### src/rtl/picocpu_mem_if.sv
// picocpu_mem_if: bus between the picoCPU core/program loader and the
// memory stage.
//   addr/re/we/wdata : core bus request (6-bit address, 8-bit data)
//   rdata            : registered read data back to the core
//   ld_start         : pulse that begins a new load session
//   ld_valid/ld_data/ld_last : loader byte stream
//   ld_ready         : memory stage can take a loader byte this cycle
// master = core + loader side, slave = memory stage.
interface picocpu_mem_if;
  logic [5:0] addr;
  logic       re;
  logic       we;
  logic [7:0] wdata;
  logic [7:0] rdata;
  logic       ld_start;
  logic       ld_valid;
  logic [7:0] ld_data;
  logic       ld_last;
  logic       ld_ready;

  modport master (
    output addr, re, we, wdata, ld_start, ld_valid, ld_data, ld_last,
    input  rdata, ld_ready
  );

  modport slave (
    input  addr, re, we, wdata, ld_start, ld_valid, ld_data, ld_last,
    output rdata, ld_ready
  );
endinterface

### src/rtl/picocpu_mem.sv
// picocpu_mem: memory and load-control stage for the picoCPU core.
// 64x8 synchronous RAM with one-cycle registered reads, one memory-mapped
// output port at IO_ADDR, and a byte-stream loader that keeps the core in
// reset while RAM is filled, then releases it HOLD_CYC cycles later.
// Ports:
//   clk      : clock, rising edge
//   rst_n    : asynchronous active-low reset
//   bus      : core bus + loader stream (picocpu_mem_if.slave)
//   cpu_res  : active-high reset to the core (registered)
//   port_out : output port register
module picocpu_mem #(
  parameter logic [5:0] IO_ADDR  = 6'h3F,
  parameter int         HOLD_CYC = 2
) (
  input  logic              clk,
  input  logic              rst_n,
  picocpu_mem_if.slave      bus,
  output logic              cpu_res,
  output logic [7:0]        port_out
);

  typedef enum logic [1:0] {
    ST_LOAD,
    ST_RELEASE,
    ST_RUN
  } state_t;

  state_t      state;
  logic [5:0]  ptr;
  logic [3:0]  hold_cnt;
  logic [7:0]  rdata_q;
  logic        ld_ready_q;
  logic [7:0]  mem [64];

  logic        load_xfer;
  logic        run_ok;
  logic        io_hit;
  logic        core_wr;

  // A new session request masks the loader handshake in the same cycle,
  // so a byte offered alongside ld_start is never accepted.
  assign bus.ld_ready = ld_ready_q & ~bus.ld_start;
  assign bus.rdata    = rdata_q;

  assign load_xfer = (state == ST_LOAD) && bus.ld_valid && bus.ld_ready;
  assign run_ok    = (state == ST_RUN) && !bus.ld_start;
  assign io_hit    = (bus.addr == IO_ADDR);
  assign core_wr   = run_ok && bus.we && !io_hit;

  // RAM array has no reset so contents survive rst_n and reloads.
  always_ff @(posedge clk) begin
    if (load_xfer) begin
      mem[ptr] <= bus.ld_data;
    end else if (core_wr) begin
      mem[bus.addr] <= bus.wdata;
    end
  end

  // Control FSM; reads sample the pre-edge RAM value, which gives
  // read-before-write when RE and WE hit the same address.
  always_ff @(posedge clk or negedge rst_n) begin
    if (!rst_n) begin
      state      <= ST_LOAD;
      ptr        <= 6'd0;
      hold_cnt   <= 4'd0;
      rdata_q    <= 8'h00;
      port_out   <= 8'h00;
      cpu_res    <= 1'b1;
      ld_ready_q <= 1'b1;
    end else if (bus.ld_start) begin
      if (state == ST_RUN) begin
        port_out <= 8'h00;
      end
      state      <= ST_LOAD;
      ptr        <= 6'd0;
      hold_cnt   <= 4'd0;
      cpu_res    <= 1'b1;
      ld_ready_q <= 1'b1;
    end else begin
      case (state)
        ST_LOAD: begin
          if (load_xfer) begin
            if (bus.ld_last || ptr == 6'd63) begin
              state      <= ST_RELEASE;
              ptr        <= 6'd0;
              hold_cnt   <= 4'd0;
              ld_ready_q <= 1'b0;
            end else begin
              ptr <= ptr + 6'd1;
            end
          end
        end
        ST_RELEASE: begin
          if (hold_cnt == 4'(HOLD_CYC - 1)) begin
            state   <= ST_RUN;
            cpu_res <= 1'b0;
          end else begin
            hold_cnt <= hold_cnt + 4'd1;
          end
        end
        ST_RUN: begin
          if (bus.re) begin
            rdata_q <= io_hit ? port_out : mem[bus.addr];
          end
          if (bus.we && io_hit) begin
            port_out <= bus.wdata;
          end
        end
        default: begin
          state <= ST_LOAD;
        end
      endcase
    end
  end

endmodule
### src/flat_wrapper.sv
// flat-port wrapper written by rule: the top's interface ports become plain ports
module picocpu_mem_flat 
#(
  parameter logic [5:0] IO_ADDR  = 6'h3F,
  parameter int         HOLD_CYC = 2
)
  (clk, rst_n, cpu_res, port_out, bus_addr, bus_re, bus_we, bus_wdata, bus_ld_start, bus_ld_valid, bus_ld_data, bus_ld_last, bus_rdata, bus_ld_ready);
  picocpu_mem_if bus_i ();
  input  logic clk;
  input  logic rst_n;
  output logic cpu_res;
  output logic [7:0] port_out;
  input wire logic [$bits(bus_i.addr)-1:0] bus_addr;
  input wire logic [$bits(bus_i.re)-1:0] bus_re;
  input wire logic [$bits(bus_i.we)-1:0] bus_we;
  input wire logic [$bits(bus_i.wdata)-1:0] bus_wdata;
  input wire logic [$bits(bus_i.ld_start)-1:0] bus_ld_start;
  input wire logic [$bits(bus_i.ld_valid)-1:0] bus_ld_valid;
  input wire logic [$bits(bus_i.ld_data)-1:0] bus_ld_data;
  input wire logic [$bits(bus_i.ld_last)-1:0] bus_ld_last;
  output wire logic [$bits(bus_i.rdata)-1:0] bus_rdata;
  output wire logic [$bits(bus_i.ld_ready)-1:0] bus_ld_ready;
  assign bus_i.addr = bus_addr;
  assign bus_i.re = bus_re;
  assign bus_i.we = bus_we;
  assign bus_i.wdata = bus_wdata;
  assign bus_i.ld_start = bus_ld_start;
  assign bus_i.ld_valid = bus_ld_valid;
  assign bus_i.ld_data = bus_ld_data;
  assign bus_i.ld_last = bus_ld_last;
  assign bus_rdata = bus_i.rdata;
  assign bus_ld_ready = bus_i.ld_ready;
  picocpu_mem #(.IO_ADDR(IO_ADDR), .HOLD_CYC(HOLD_CYC)) u_core (.clk(clk), .rst_n(rst_n), .bus(bus_i), .cpu_res(cpu_res), .port_out(port_out));
endmodule
### config.mk
export PLATFORM = sky130hd
export DESIGN_NAME = picocpu_mem_flat
export DESIGN_NICKNAME = d
export VERILOG_FILES = /design/src/rtl/picocpu_mem_if.sv /design/src/rtl/picocpu_mem.sv /design/src/flat_wrapper.sv
export SDC_FILE = /design/constraint.sdc
export NUM_CORES = 1
export LEC_CHECK = 0
export BUFFER_PORTS_ARGS = -buffer_cell sky130_fd_sc_hd__buf_2
export CAP_MARGIN = 20
export CORE_MARGIN = 2
export CORE_UTILIZATION = 25
export DETAILED_ROUTE_END_ITERATION = 8
export PLACE_DENSITY_LB_ADDON = 0.15
export SETUP_SLACK_MARGIN = 0.05
export SYNTH_ARGS = -nofsm -noshare
export SYNTH_HDL_FRONTEND = slang
export SYNTH_SLANG_ARGS = --single-unit
### constraint.sdc
create_clock -name clk -period 2.7 [get_ports clk]
set_input_delay 0.135 -clock clk [delete_from_list [all_inputs] [get_ports clk]]
set_output_delay 0.135 -clock clk [all_outputs]
set_load 0.01 [all_outputs]
; ---- Word level (Yosys, flattened, before mapping)
; Memories as Yosys holds them, arrays and structs flattened.
; Index checks and enable logic that the tools add are counted.
[word_totals]
reg_bits = 30
ram_bits = 512
inputBits = 29
output_inout_bits = 18
n_memories = 1
[op_classes]
add_sub_neg = 2
eq_ne = 10
n_mux = 34
bitwise_logic = 2
reduce_logical = 25
[mem_list]
columns = memory, words, width, read_ports, rd_clocked_by_memory_dff, wr, line
row1 = u_core.mem, 64, 8, 1, 0, 1, picocpu_mem.sv:33  ; logic [7:0] mem [64];
[ops]
columns = operator, n
row1 = $mux 8, 6
row2 = $mux 6, 5
row3 = $mux 4, 4
row4 = $mux 1, 13
row5 = $eq 6x6->1 const B, 2
row6 = $reduce_bool 2->1, 6
row7 = $mux 2, 4
row8 = $pmux 4 s2, 1
row9 = $reduce_and 4->1, 2
row10 = $reduce_or 8->1, 1
row11 = $add 6x1->6 const B, 1
row12 = $logic_and 1x1->1, 6
row13 = $ne 3x2->1 const B, 2
row14 = $ne 3x3->1 const B, 2
row15 = $pmux 2 s3, 1
row16 = $reduce_and 2->1, 3
row17 = $reduce_and 3->1, 2
row18 = $add 4x1->4 const B, 1
row19 = $eq 4x1->1 const B, 1
row20 = $reduce_bool 3->1, 1
row21 = $eq 2x1->1 const B, 1
row22 = $eq 2x2->1 const B, 1
row23 = $logic_not 1->1, 2
row24 = $logic_not 2->1, 1
row25 = 4 further kinds, 4

; ---- Longest topological paths before layout
[depth]
word_depth = 9
mapped_depth = 11
depth_no_buf = 7

; ---- Least setup slack after synthesis
; Ideal clock, no wire load.
[synth_path]
path_kind = register to register
start = register u_core.state[0]
end = memory u_core.mem[0][0] (data pin)
setup_ns = 0.356
t_arrival_ns = 2.237
slack_ns = 0.107
path_stages_with_launch = 7
period_less_slack_ns = 2.593
cell_sequence = dfrtp_1 -> nand4bb_1 -> a31oi_2 -> buf_2 -> buf_2 -> nand2_1 -> nand2_1
[synth_between]
elab_chain_cells = 9
word_cells_on_any_way = 12
[synth_rtl]
columns = element, line
row1 = start: declaration, picocpu_mem.sv:28  ; state_t state;
row2 = start signal: assignment, picocpu_mem.sv:63  ; state <= ST_LOAD;
row3 = start signal: assignment, picocpu_mem.sv:74  ; state <= ST_LOAD;
row4 = start signal: assignment, picocpu_mem.sv:84  ; state <= ST_RELEASE;
row5 = $eq 2x2->1, picocpu_mem.sv:46  ; assign run_ok = (state == ST_RUN) && !bus.ld_start;
row6 = $logic_and 1x1->1, picocpu_mem.sv:46
row7 = $logic_and 1x1->1 (2 in a row), picocpu_mem.sv:48  ; assign core_wr = run_ok && bus.we && !io_hit;
row8 = $mux 1, picocpu_mem.sv:54  ; end else if (core_wr) begin
row9 = $mux 1 *, picocpu_mem.sv:52  ; if (load_xfer) begin
row10 = $mux 1 (implied by the code) *, picocpu_mem.sv:55  ; mem[bus.addr] <= bus.wdata;
row11 = $reduce_or 8->1 (no line) *, -
row12 = $mux 8 (no line) *, -
row13 = end: declaration, picocpu_mem.sv:33
; Every way passes the cells marked *; elsewhere a longest branch is shown, timed or not.

; ---- Worst setup path after layout
[layout_path]
start = register u_core.state[0]
end = memory u_core.mem[29][2], enable pin
[layout_between]
elab_chain_cells = 9
word_cells_on_any_way = 15
[layout_rtl]
columns = element, line
row1 = $eq 2x2->1, picocpu_mem.sv:46
row2 = $logic_and 1x1->1, picocpu_mem.sv:46
row3 = $logic_and 1x1->1 (2 in a row), picocpu_mem.sv:48
row4 = $mux 1, picocpu_mem.sv:54
row5 = $mux 1, picocpu_mem.sv:52
row6 = $mux 1 (implied by the code), picocpu_mem.sv:55
row7 = $reduce_or 8->1 (no line), -
row8 = $mux 6 (no line) / $mux 1 (equally long branches), -
; Several ways; a longest one is shown, not always the timed one.

==> impl_table.tex <==
\begin{tabular}{lr}
\hline
Metric & Value \\
\hline
\multicolumn{2}{l}{\textbf{Run status}} \\
\quad Status & completed \\
\multicolumn{2}{l}{\textbf{Timing}} \\
\quad Final WS setup & about 0.13 ns \\
\quad Count of final hold-check violations & 0 \\
\quad Count of final setup violators & 0 \\
\quad Shortest clock period the worst path allows after layout & 2.57 ns \\
\quad Setup TNS Final & 0 ns \\
\quad Relative slew slack & 0.445 \\
\quad Peak clock frequency supported by timing & around 0.39 GHz \\
\quad Final worst-path cycle share & 0.951 \\
\quad Setup Skew & 0.0179 ns \\
\quad Post-Route Hold Slack & 0.0897 ns \\
\quad Setup repair after global routing missed its margin & false \\
\quad Max Transition Viols Final & 0 \\
\quad Worst slew pin tran & 0.832 ns \\
\multicolumn{2}{l}{\textbf{Power}} \\
\quad Power consumption & roughly 18 mW \\
\quad Internal Dissipation & approximately 14 mW \\
\quad Part of the total power dissipated in sequential elements & 0.510 \\
\quad Fraction of power consumed by combinational cells & 0.055 \\
\quad Static leakage power & 8.95 nW \\
\quad Share of power burned in the clock network & 0.434 \\
\quad PD cells & 682 mW/mm\^{}2 \\
\quad Switching share of power & 0.218 \\
\quad Switching power & $\sim$3.9 mW \\
\quad Peak ir drop on the vdd network & 465 uV \\
\multicolumn{2}{l}{\textbf{Die}} \\
\quad Die width & 299 um \\
\quad Die ar. & roughly 0.090 sq mm \\
\quad Overall die height & 299 um \\
\quad I/O pin count & 47 \\
\quad Core outline area & 0.0866 sq mm \\
\quad Number of placement rows & 108 \\
\quad Initial cell density of the core & 0.252 \\
\multicolumn{2}{l}{\textbf{Setup path}} \\
\quad Data required, critical path & around 3 ns \\
\quad Crit path capture type & register \\
\quad CP Data Arrival Time & 2.88 ns \\
\quad Startpoint-to-endpoint class of the critical path & register to register \\
\quad Stage delay of the slowest cell on the critical path & 0.38 ns \\
\quad R2R depth & 8 \\
\quad R2R setup slack & about 0.13 ns \\
\quad Most frequent cell on the critical path & buf\_4 \\
\quad Largest driver fanout on the critical path & 10 \\
\quad List of cells traversed by the critical path & nand4bb\_4 -> a31o\_2 -> buf\_4 -> o21ai\_1 -> nand2\_1 -> buf\_12 -> nor2\_1 -> buf\_4 \\
\quad Reg2reg end & u\_core.mem[29][2] \\
\quad Beginning of the worst register-to-register path & u\_core.state[0] \\
\quad Cell with the largest stage delay on the worst path & dfrtp\_1 \\
\quad Type of element launching the critical path & register \\
\multicolumn{2}{l}{\textbf{Worst hold path}} \\
\quad Startpoint of the most critical hold path & bus\_ld\_data[1] \\
\quad Worst hold endpoint & u\_core.mem[51][1] \\
\quad Kind of path behind the tightest hold check & primary input to register \\
\quad Hold depth & 3 \\
\multicolumn{2}{l}{\textbf{Synthesis}} \\
\quad Most used DFF post-synth & edfxtp\_1 \\
\quad YS warnings & 0 \\
\quad FFs w/ async S/R, synth & 0.0554 \\
\quad Yosys reg bits & 542 \\
\quad Average instance area after synthesis & 17.8 sq um \\
\quad Fraction of the yosys area taken by sequential cells & 0.740 \\
\quad Netlist area before placement & 0.0218 sq mm \\
\quad Number of nets in the synthesized netlist & 1258 \\
\quad Gate Count Post-Synth & 1226 \\
\quad Number of enable flip-flop cells after synthesis & 512 \\
\quad Number of distinct standard cells referenced by the synthesized netlist & 57 \\
\multicolumn{2}{l}{\textbf{Clock network}} \\
\quad Root buffer cell & clkbuf\_16 \\
\quad Total setup buffers inserted after CTS & 0 \\
\quad CTS buffer count & 58 \\
\quad Clock latency on the worst-skew pair & 0.62 ns \\
\quad Clock transition at the registers of the reported paths & about 0.060 ns \\
\quad Number of H-tree levels & 2 \\
\quad Maximum number of buffers from clock root to sink & 3 \\
\quad Clock tree from TritonCTS & done \\
\quad TritonCTS sink count & about 540 \\
\multicolumn{2}{l}{\textbf{Job}} \\
\quad Maximum Capacitance Violations & 0 \\
\multicolumn{2}{l}{\textbf{Final layout}} \\
\quad Fin cells & 2647 \\
\quad Area of all placed cells without fillers & roughly 0.027 sq mm \\
\quad Net total in the final layout & about 1500 \\
\quad Share of layout cells above drive strength 1 & 0.277 \\
\quad Area growth, synth to finish & 21.7\% \\
\quad Most common library cell in the layout ignoring fill and taps & edfxtp\_1 \\
\quad Commonest cells after routing, fill and taps aside & edfxtp\_1 (512), buf\_4 (149), mux2i\_1 (98) \\
\quad FILL cells & 8452 \\
\quad Core Util, Final & 0.306 \\
\quad Antenna diodes & 0 \\
\multicolumn{2}{l}{\textbf{Global route}} \\
\quad Via count of the first global-routing pass & 12200 \\
\quad Initial antenna violation count & 5 \\
\quad Wire length of the first global-routing pass & 91700 um \\
\quad Total congestion overflow after global routing & 0 \\
\quad Maximum number of pins on one net before global-route repair & 65 \\
\quad Global Route Usage Sum & 0.141 \\
\multicolumn{2}{l}{\textbf{Placed design}} \\
\quad Placed insts & 2525 \\
\quad Count of buffers inserted at the top-level ports & 46 \\
\quad DP Worst Slack & -0.0979 ns \\
\quad DP Area & 0.0245 sq mm \\
\quad HPWL reported at the end of detailed placement & 41700 um \\
\quad Gpl congestion & 0.817 \\
\multicolumn{2}{l}{\textbf{Drt}} \\
\quad Via total after detailed routing & 11900 \\
\quad Routed len/inst & 23.9 um \\
\quad First-pass detailed-route iteration total & 5 \\
\quad Via count normalized by instance count & 4.49 \\
\quad Iteration-0 DRC count of the detailed router & 824 \\
\quad Sum of routed wire length over all layers & between 60000 and 70000 um \\
\quad Remaining antenna violation count after routing & 0 \\
\quad Residual DRC & 0 \\
\hline
\end{tabular}
==> cell families after synthesis <==
| family | after synthesis | share of synthesized area |
|---|---|---|
| AOI/OAI and AO/OA | 174 | 0.0532 |
| adders and majority gates | 3 | 0.00172 |
| buffers and inverters | 70 | 0.0204 |
| DFF | 542 | 0.740 |
| muxes | 197 | 0.134 |
| and+or+nand+nor | 240 | 0.0508 |
==> power groups by stage <==
stage / clock network, mW / registers [mW] / logic [mW]
2_1_floorplan: 0 / 9.43 / 0.525
3_3_place_gp: 0 / 9.42 / 1.01
3_5_place_dp: 0 / 9.42 / 1.01
4_1_cts: 8.08 / 9.24 / 1.03
5_1_grt: 8.42 / 9.24 / 1.08
6_report: 7.86 / 9.24 / 1.00
==> critical path, delay by kind of cell, from the launching register on <==
family | cells | cell delay [ns]
simple gates | 3 | 0.75
buf+inv | 3 | 0.61
compound gates | 2 | 0.51
flops | 1 | 0.38
==> state kept, by name, summed over array words and instances, names as in the netlist <==
name and flops:
u_core.ptr 6, u_core.port_out 8, u_core.ld_ready_q 1, u_core.hold_cnt 4
u_core.state 2, u_core.cpu_res 1, u_core.bus.rdata 8, u_core.mem 512
==> layout make-up <==
cell class | instances | area [sq um] | share of cell area
clock buffers | 71 | 1560 | 0.0589
clock inverters | 38 | 304 | 0.0115
inverters | 3 | 11.3 | 0.000424
multi-input cells | 614 | 5290 | 0.199
flip-flops and latches | 542 | 16100 | 0.608
well taps | 1155 | 1450 | 0.0544
repair buffers | 224 | 1810 | 0.0681
==> repair_timing <==
action | 4_1_cts | 5_1_grt
resized for setup | 4 | 2
endpoints found under the setup margin | 119 | 8
hold buffers | 13 | 0
hold endpoints to repair | 41 | 0
==> cell usage after synthesis, types with 3 or more instances <==
cell type | instances | area share
nor2b_1 | 21 | 0.0060
a211oi_1 | 13 | 0.0045
a21boi_0 | 5 | 0.0017
clkbuf_1 | 21 | 0.0036
mux4_2 | 72 | 0.074
nand2_1 | 70 | 0.012
o31ai_1 | 3 | 0.0010
a2111oi_0 | 8 | 0.0032
dfrtp_1 | 28 | 0.032
a22o_1 | 8 | 0.0032
buf_1 | 4 | 0.00069
nand2b_1 | 6 | 0.0017
nand3b_1 | 5 | 0.0017
o21ai_0 | 14 | 0.0032
buf_2 | 14 | 0.0032
o22ai_1 | 20 | 0.0057
nor4_1 | 3 | 0.00086
inv_1 | 3 | 0.00052
a21oi_1 | 51 | 0.012
buf_4 | 14 | 0.0048
o221ai_1 | 11 | 0.0044
nor3_1 | 5 | 0.0011
a31oi_1 | 11 | 0.0032
and3_1 | 10 | 0.0029
a221oi_1 | 6 | 0.0024
or2_2 | 3 | 0.00086
mux2_2 | 23 | 0.012
edfxtp_1 | 512 | 0.71
ha_1 | 3 | 0.0017
a311oi_1 | 3 | 0.0012
nor2_1 | 88 | 0.015
nand3_1 | 16 | 0.0037
mux2i_1 | 98 | 0.045
buf_8 | 5 | 0.0034
a22oi_1 | 11 | 0.0038
buf_6 | 7 | 0.0036
==> how the worst max path moves through the flow <==
stage	start	to	slack, ns	cells past startpoint
after detailed placement	u_core.state[0]	u_core.mem[29][3]	-0.1	8
after floorplan	u_core.state[0]	u_core.mem[0][0]	0.11	6
final	u_core.state[0]	u_core.mem[29][2]	0.13	8
after global routing	u_core.state[0]	u_core.mem[29][6]	0.08	8
after global placement	u_core.state[0]	u_core.mem[29][4]	-0.06	8
after CTS	u_core.state[0]	u_core.mem[29][6]	0.11	8
==> per-layer routing <==
layer | vias to the layer above | track usage | part of all wire
met3 | 85 | 0.0267 | 0.047
li1 | 5364 | - | -
met1 | 6185 | 0.199 | 0.46
met5 | - | 0 | 0.00013
met2 | 244 | 0.224 | 0.47
met4 | 2 | 0.0373 | 0.022
No activity file was read; power rests on OpenSTA's default activity.
